$ cat src/rtl/rotate_sequencer.sv
// rotate_sequencer: start/busy/done engine applying one single-position rotate per enabled cycle.
module rotate_sequencer #(
  parameter int WIDTH = 4,
  parameter int AMT_W = 2
) (
  input  logic             clk,
  input  logic             rst_n,
  input  logic             start,
  input  logic [WIDTH-1:0] din,
  input  logic [AMT_W-1:0] amt,
  input  logic             dir,
  input  logic             en,
  output logic             ready,
  output logic             busy,
  output logic             done,
  output logic [WIDTH-1:0] dout
);
  typedef enum logic [1:0] {IDLE, ROT, DONE} state_t;
  state_t           r_state, w_next;
  logic [WIDTH-1:0] r_dout, w_step;
  logic [AMT_W-1:0] r_cnt;
  logic             r_dir;
  logic             w_accept, w_step_en;
  assign w_accept  = (r_state == IDLE) && start;
  assign w_step_en = (r_state == ROT) && en;
  assign w_step    = r_dir ? {r_dout[WIDTH-2:0], r_dout[WIDTH-1]} : {r_dout[0], r_dout[WIDTH-1:1]};
  always_comb begin
    w_next = IDLE;
    if (r_state == IDLE) w_next = start ? ((amt == '0) ? DONE : ROT) : IDLE;
    else if (r_state == ROT) w_next = (en && r_cnt == AMT_W'(1)) ? DONE : ROT;
  end
  always_ff @(posedge clk or negedge rst_n) begin
    if (!rst_n) begin
      r_state <= IDLE;
      r_dout  <= '0;
      r_cnt   <= '0;
      r_dir   <= 1'b0;
    end else begin
      r_state <= w_next;
      if (w_accept) begin
        r_dout <= din;
        r_cnt  <= amt;
        r_dir  <= dir;
      end else if (w_step_en) begin
        r_dout <= w_step;
        r_cnt  <= r_cnt - AMT_W'(1);
      end
    end
  end
  assign ready = (r_state == IDLE);
  assign busy  = (r_state == ROT);
  assign done  = (r_state == DONE);
  assign dout  = r_dout;
endmodule

$ cat config.mk
export PLATFORM = sky130hd
export DESIGN_NAME = rotate_sequencer
export DESIGN_NICKNAME = d
export VERILOG_FILES = /design/src/rtl/rotate_sequencer.sv
export SDC_FILE = /design/constraint.sdc
export NUM_CORES = 1
export LEC_CHECK = 0
export BUFFER_PORTS_ARGS = -buffer_cell sky130_fd_sc_hd__buf_4
export CELL_PAD_IN_SITES_DETAIL_PLACEMENT = 0
export CELL_PAD_IN_SITES_GLOBAL_PLACEMENT = 1
export CORE_MARGIN = 2
export CORE_UTILIZATION = 36
export CTS_BUF_LIST = sky130_fd_sc_hd__clkbuf_16
export DETAILED_ROUTE_END_ITERATION = 7
export GPL_TIMING_DRIVEN = 0
export HOLD_SLACK_MARGIN = 0.06
export PLACE_DENSITY = 0.8
export SLEW_MARGIN = 20
export SYNTH_ARGS = -nofsm -noshare
export SYNTH_HDL_FRONTEND = slang
export SYNTH_SLANG_ARGS = --single-unit
export TNS_END_PERCENT = 20
$ cat constraint.sdc
create_clock -name clk -period 2.05 [get_ports clk]
set_input_delay 0.41 -clock clk [delete_from_list [all_inputs] [get_ports clk]]
set_output_delay 0.41 -clock clk [all_outputs]
set_load 0.02 [all_outputs]
==> Yosys cells after proc, flatten, opt, wreduce, memory -nomap -nowiden <==
Index checks and enable logic that the tools add are counted.
{ "classes": {"reduce_logical": 6, "eq_ne": 3, "mux": 10, "add_sub_neg": 1} }
{ "op_table": {"columns": ["operator", "n"], "rows": [
  ["$mux 2", 7],
  ["$mux 4", 3],
  ["$eq 2x1->1 const B", 2],
  ["$logic_not 2->1", 2],
  ["$logic_and 1x1->1", 3],
  ["$eq 2x2->1 const B", 1],
  ["$reduce_bool 2->1", 1],
  ["$sub 2x1->2 const B", 1]
]} }
{ "totals": {"output_inout_bits": 7, "regBits": 9, "inputBits": 11} }

==> Longest topological paths before layout <==
{ "depth": {"depth_word": 5, "mapped_depth": 5} }

==> Least setup slack after synthesis <==
OpenSTA, ideal clock, no wires.
{ "synth_timing": {"path_kind": "register to register", "from": "register r_state[0]", "to": "register r_dout[0] (netlist: dout[0])", "stages_incl_launch_ff": 5, "slack_ps": 472, "setup_time_ps": 125, "path_buffers": 1, "arrival_ps": 1454, "synth_period_minus_slack_ps": 1578, "cell_sequence": "dfrtp_1 -> or3b_1 -> buf_6 -> mux2_4 -> mux2_2"} }
{ "synth_between": {"elab_chain_cells": 3, "word_cells_on_any_way": 6, "classes_between": "eq/ne (1); mux (1); reduce/logical (4)"} }
{ "synth_rtl": {"columns": ["element", "line", "text"], "rows": [
  ["start: declaration", "19", "state_t r_state, w_next;"],
  ["start signal: assignment", "39", "r_state <= w_next;"],
  ["$eq 2x1->1 or $logic_not 2->1 (tied branches)", "25, 24", null],
  ["$logic_and 1x1->1, on equally long branches", "25, 24", null],
  ["$reduce_bool 2->1 (no line) or $mux 4 (tied branches)", null, null],
  ["end signal: assignment", "41", "r_dout <= din;"],
  ["end signal: assignment", "45", "r_dout <= w_step;"],
  ["end: declaration", "20", "logic [WIDTH-1:0] r_dout, w_step;"]
]} }
Several ways; a longest one is shown, not always the timed one.
A chain may end at the register's enable or synchronous reset.

==> Worst setup path in the final report <==
{ "layout_timing": {"from": "register r_state[0]", "to": "register r_dout[1] (netlist: dout[1])"} }
The elaborated chain is that of the path after synthesis.

==> out/metrics.cfg <==
[outcome]
outcome = completed

[finish]
layout-drive-gt1-share = 0.571
antenna_cells = 0
layout_common_cells = buf_4 (17), mux2_2 (9), dfrtp_1 (9), mux2_4 (4)
ff_latch_area_um2 = 225
layout.nets = 76
final_common_cell = buf_4
fill_cells = 119
fin_util = 0.575
area_growth_pct = 44.2
multi_input_comb_area_um2 = 292

[critical_path]
slowest_stage = dfrtp_1
cp_max_fo = 7
worstPathCellList = or3b_1, buf_6, mux2_4, mux2_2
critPathLaunch = r_state[0]
worstSetupPathType = register to register
cp_num_buf_inv = 1
r2r-start = r_state[0]
r2r_cells = 4
end_kind = register
max_stage_delay_ns = 0.44
crit_family = multiplexers
critPathRequiredTime_ns = 2.16
worstReg2RegEnd = dout[1]
startpoint_type = register
path_depth = 4
endpoint = dout[1]
r2r_setup_slack_ns = 0.40
worstPathArrival_ns = 1.77

[sta]
final.setup.tns_ns = 0
hold_viol_final = 0
period_share = 0.806
report.final.slew_viol_count = 0
fmax_mhz = 605
setup_violations = 0
rsz0062_at_grt = no
fin_crit_ns = 1.65
relSlewSlack = 0.648
fin_skew_ns = 0.00482
tightest_slew_ns = 0.527

[pwr]
leakage_nw = 0.381
ir_drop_mv = 0.713
pwr_density_cell_mw_per_mm2 = 1770

[run]
maxCapViolations = 0

[logic_synthesis]
yosys.cell_types.count = 17
syn_area_per_cell_um2 = 13.0
ys_seq_elements = 9
yosysWarnings = 0
syn_inst = 41
synth_seq_area_share = 0.424
synth_nets = 53
syn_area_um2 = 532

[floorplanning]
ios = 18
die_x_um = 42.4
core_mm2 = 0.00133
rows = 13
start_util = 0.399
die_y_um = 42.4
die_area_mm2 = 0.00180

[clock_network]
clock_latency_ns = 0.24
postCtsHoldBufs = 1
cts.path.max_buffers = 2
cts_tree = yes
clk_pin_slew_ns = 0.04
post_cts_buffers = 0
cts_buffers = 3
cts_resized = 0
cts_sinks = 9
htree_levels = 1
cts-root-buf = clkbuf_16

[global_routing]
grt_pass1_wl_mm = 1.86
antenna_found_initial = 0
grt_max_degree = 10
track_usage = 0.147
grt_overflow = 0
first_global_vias = 406

[placed_design]
gp_congestion = 0.687
io_buffer_count = 17
dp_hpwl_um = 774

[detailed_routing]
dr.first_iter.drc_count = 3
wl_mm = 1.09
vias = 391
drcViolationCount = 0
drtPass1Iterations = 2
vias_per_cell = 5.01
wl_per_cell_um = 13.9
drtAntennaViolNets = 0

[min_path]
hp-class = primary input to register

-- layer usage --
layer | global-route usage | up-vias | part of all wire
met4 | 0.0938 | 0 | 0.010
met5 | 0 | - | 0
li1 | - | 198 | -
met3 | 0.0388 | 2 | 0.029
met2 | 0.206 | 5 | 0.51
met1 | 0.197 | 186 | 0.45
-- worst register-to-register path: cells and delay by family (launching register included) --
kind,cells,cell delay [ns]
simple gates,1,0.39
buf+inv,1,0.15
mux,2,0.55
flops,1,0.44
-- cell usage after synthesis --
master    number  share of area
and2b_2        2          0.033
o22a_1         1          0.016
o21ai_0        1         0.0094
ha_1           1          0.024
buf_6          1          0.021
nor3b_1        1          0.014
nand2b_1       1          0.012
dfrtp_1        9           0.42
a32o_1         1          0.019
and2_1         1          0.012
a31oi_1        1          0.012
nor2_1         3          0.021
inv_1          1         0.0071
mux2i_1        3          0.056
mux2_2         9           0.19
mux2_4         4           0.11
or3b_1         1          0.016
-- kinds of logic after synthesis --
logic type | Yosys count | share of synthesized area
adders and majority gates | 1 | 0.0235
muxes | 16 | 0.360
and+or+nand+nor | 9 | 0.108
buffers and inverters | 2 | 0.0282
AOI/OAI and AO/OA | 4 | 0.0565
DFF | 9 | 0.424
-- sequential cells by signal (all words and copies together), names as in the netlist --
name,count
r_state,2
r_cnt,2
dout,4
r_dir,1
-- report_power, final --
group	switching, W	internal, W
registers	0.0000914	0.000269
clock network	0.0000882	0.000255
logic	0.000260	0.000391
total	0.000440	0.000915
-- cell type report --
class                      count  area share
multi-input combinational     30       0.380
sequential                     9       0.294
timing repair buffer          18       0.179
clock buffer                   3      0.0979
tap                           15      0.0245
buffer                         1      0.0147
clock inverter                 1     0.00489
inverter                       1     0.00489
-- how the worst min path moves through the flow --
stage / start / end / slack (ns) / cells after the start
after floorplan: rst_n / dout[0] / 0.11 / 0
after global placement: rst_n / dout[2] / 0.24 / 1
after detailed placement: rst_n / dout[2] / 0.24 / 1
after CTS: dir / r_dir / 0.40 / 2
after global routing: dir / r_dir / 0.41 / 2
final: dir / r_dir / 0.41 / 2
-- per-stage QoR --
step	power [W]	hold WS (ns)	std cells	worst slack [ns]	cell area, um2
2_1_floorplan	0.000823	0.114	41	0.472	532
3_3_place_gp	0.00101	0.239	73	0.364	678
3_5_place_dp	0.00102	0.245	73	0.356	678
4_1_cts	0.00138	0.404	78	0.391	767
5_1_grt	0.00145	0.413	78	0.338	767
6_report	0.00135	0.408	78	0.397	767
Power figures use the tool's default switching activity.
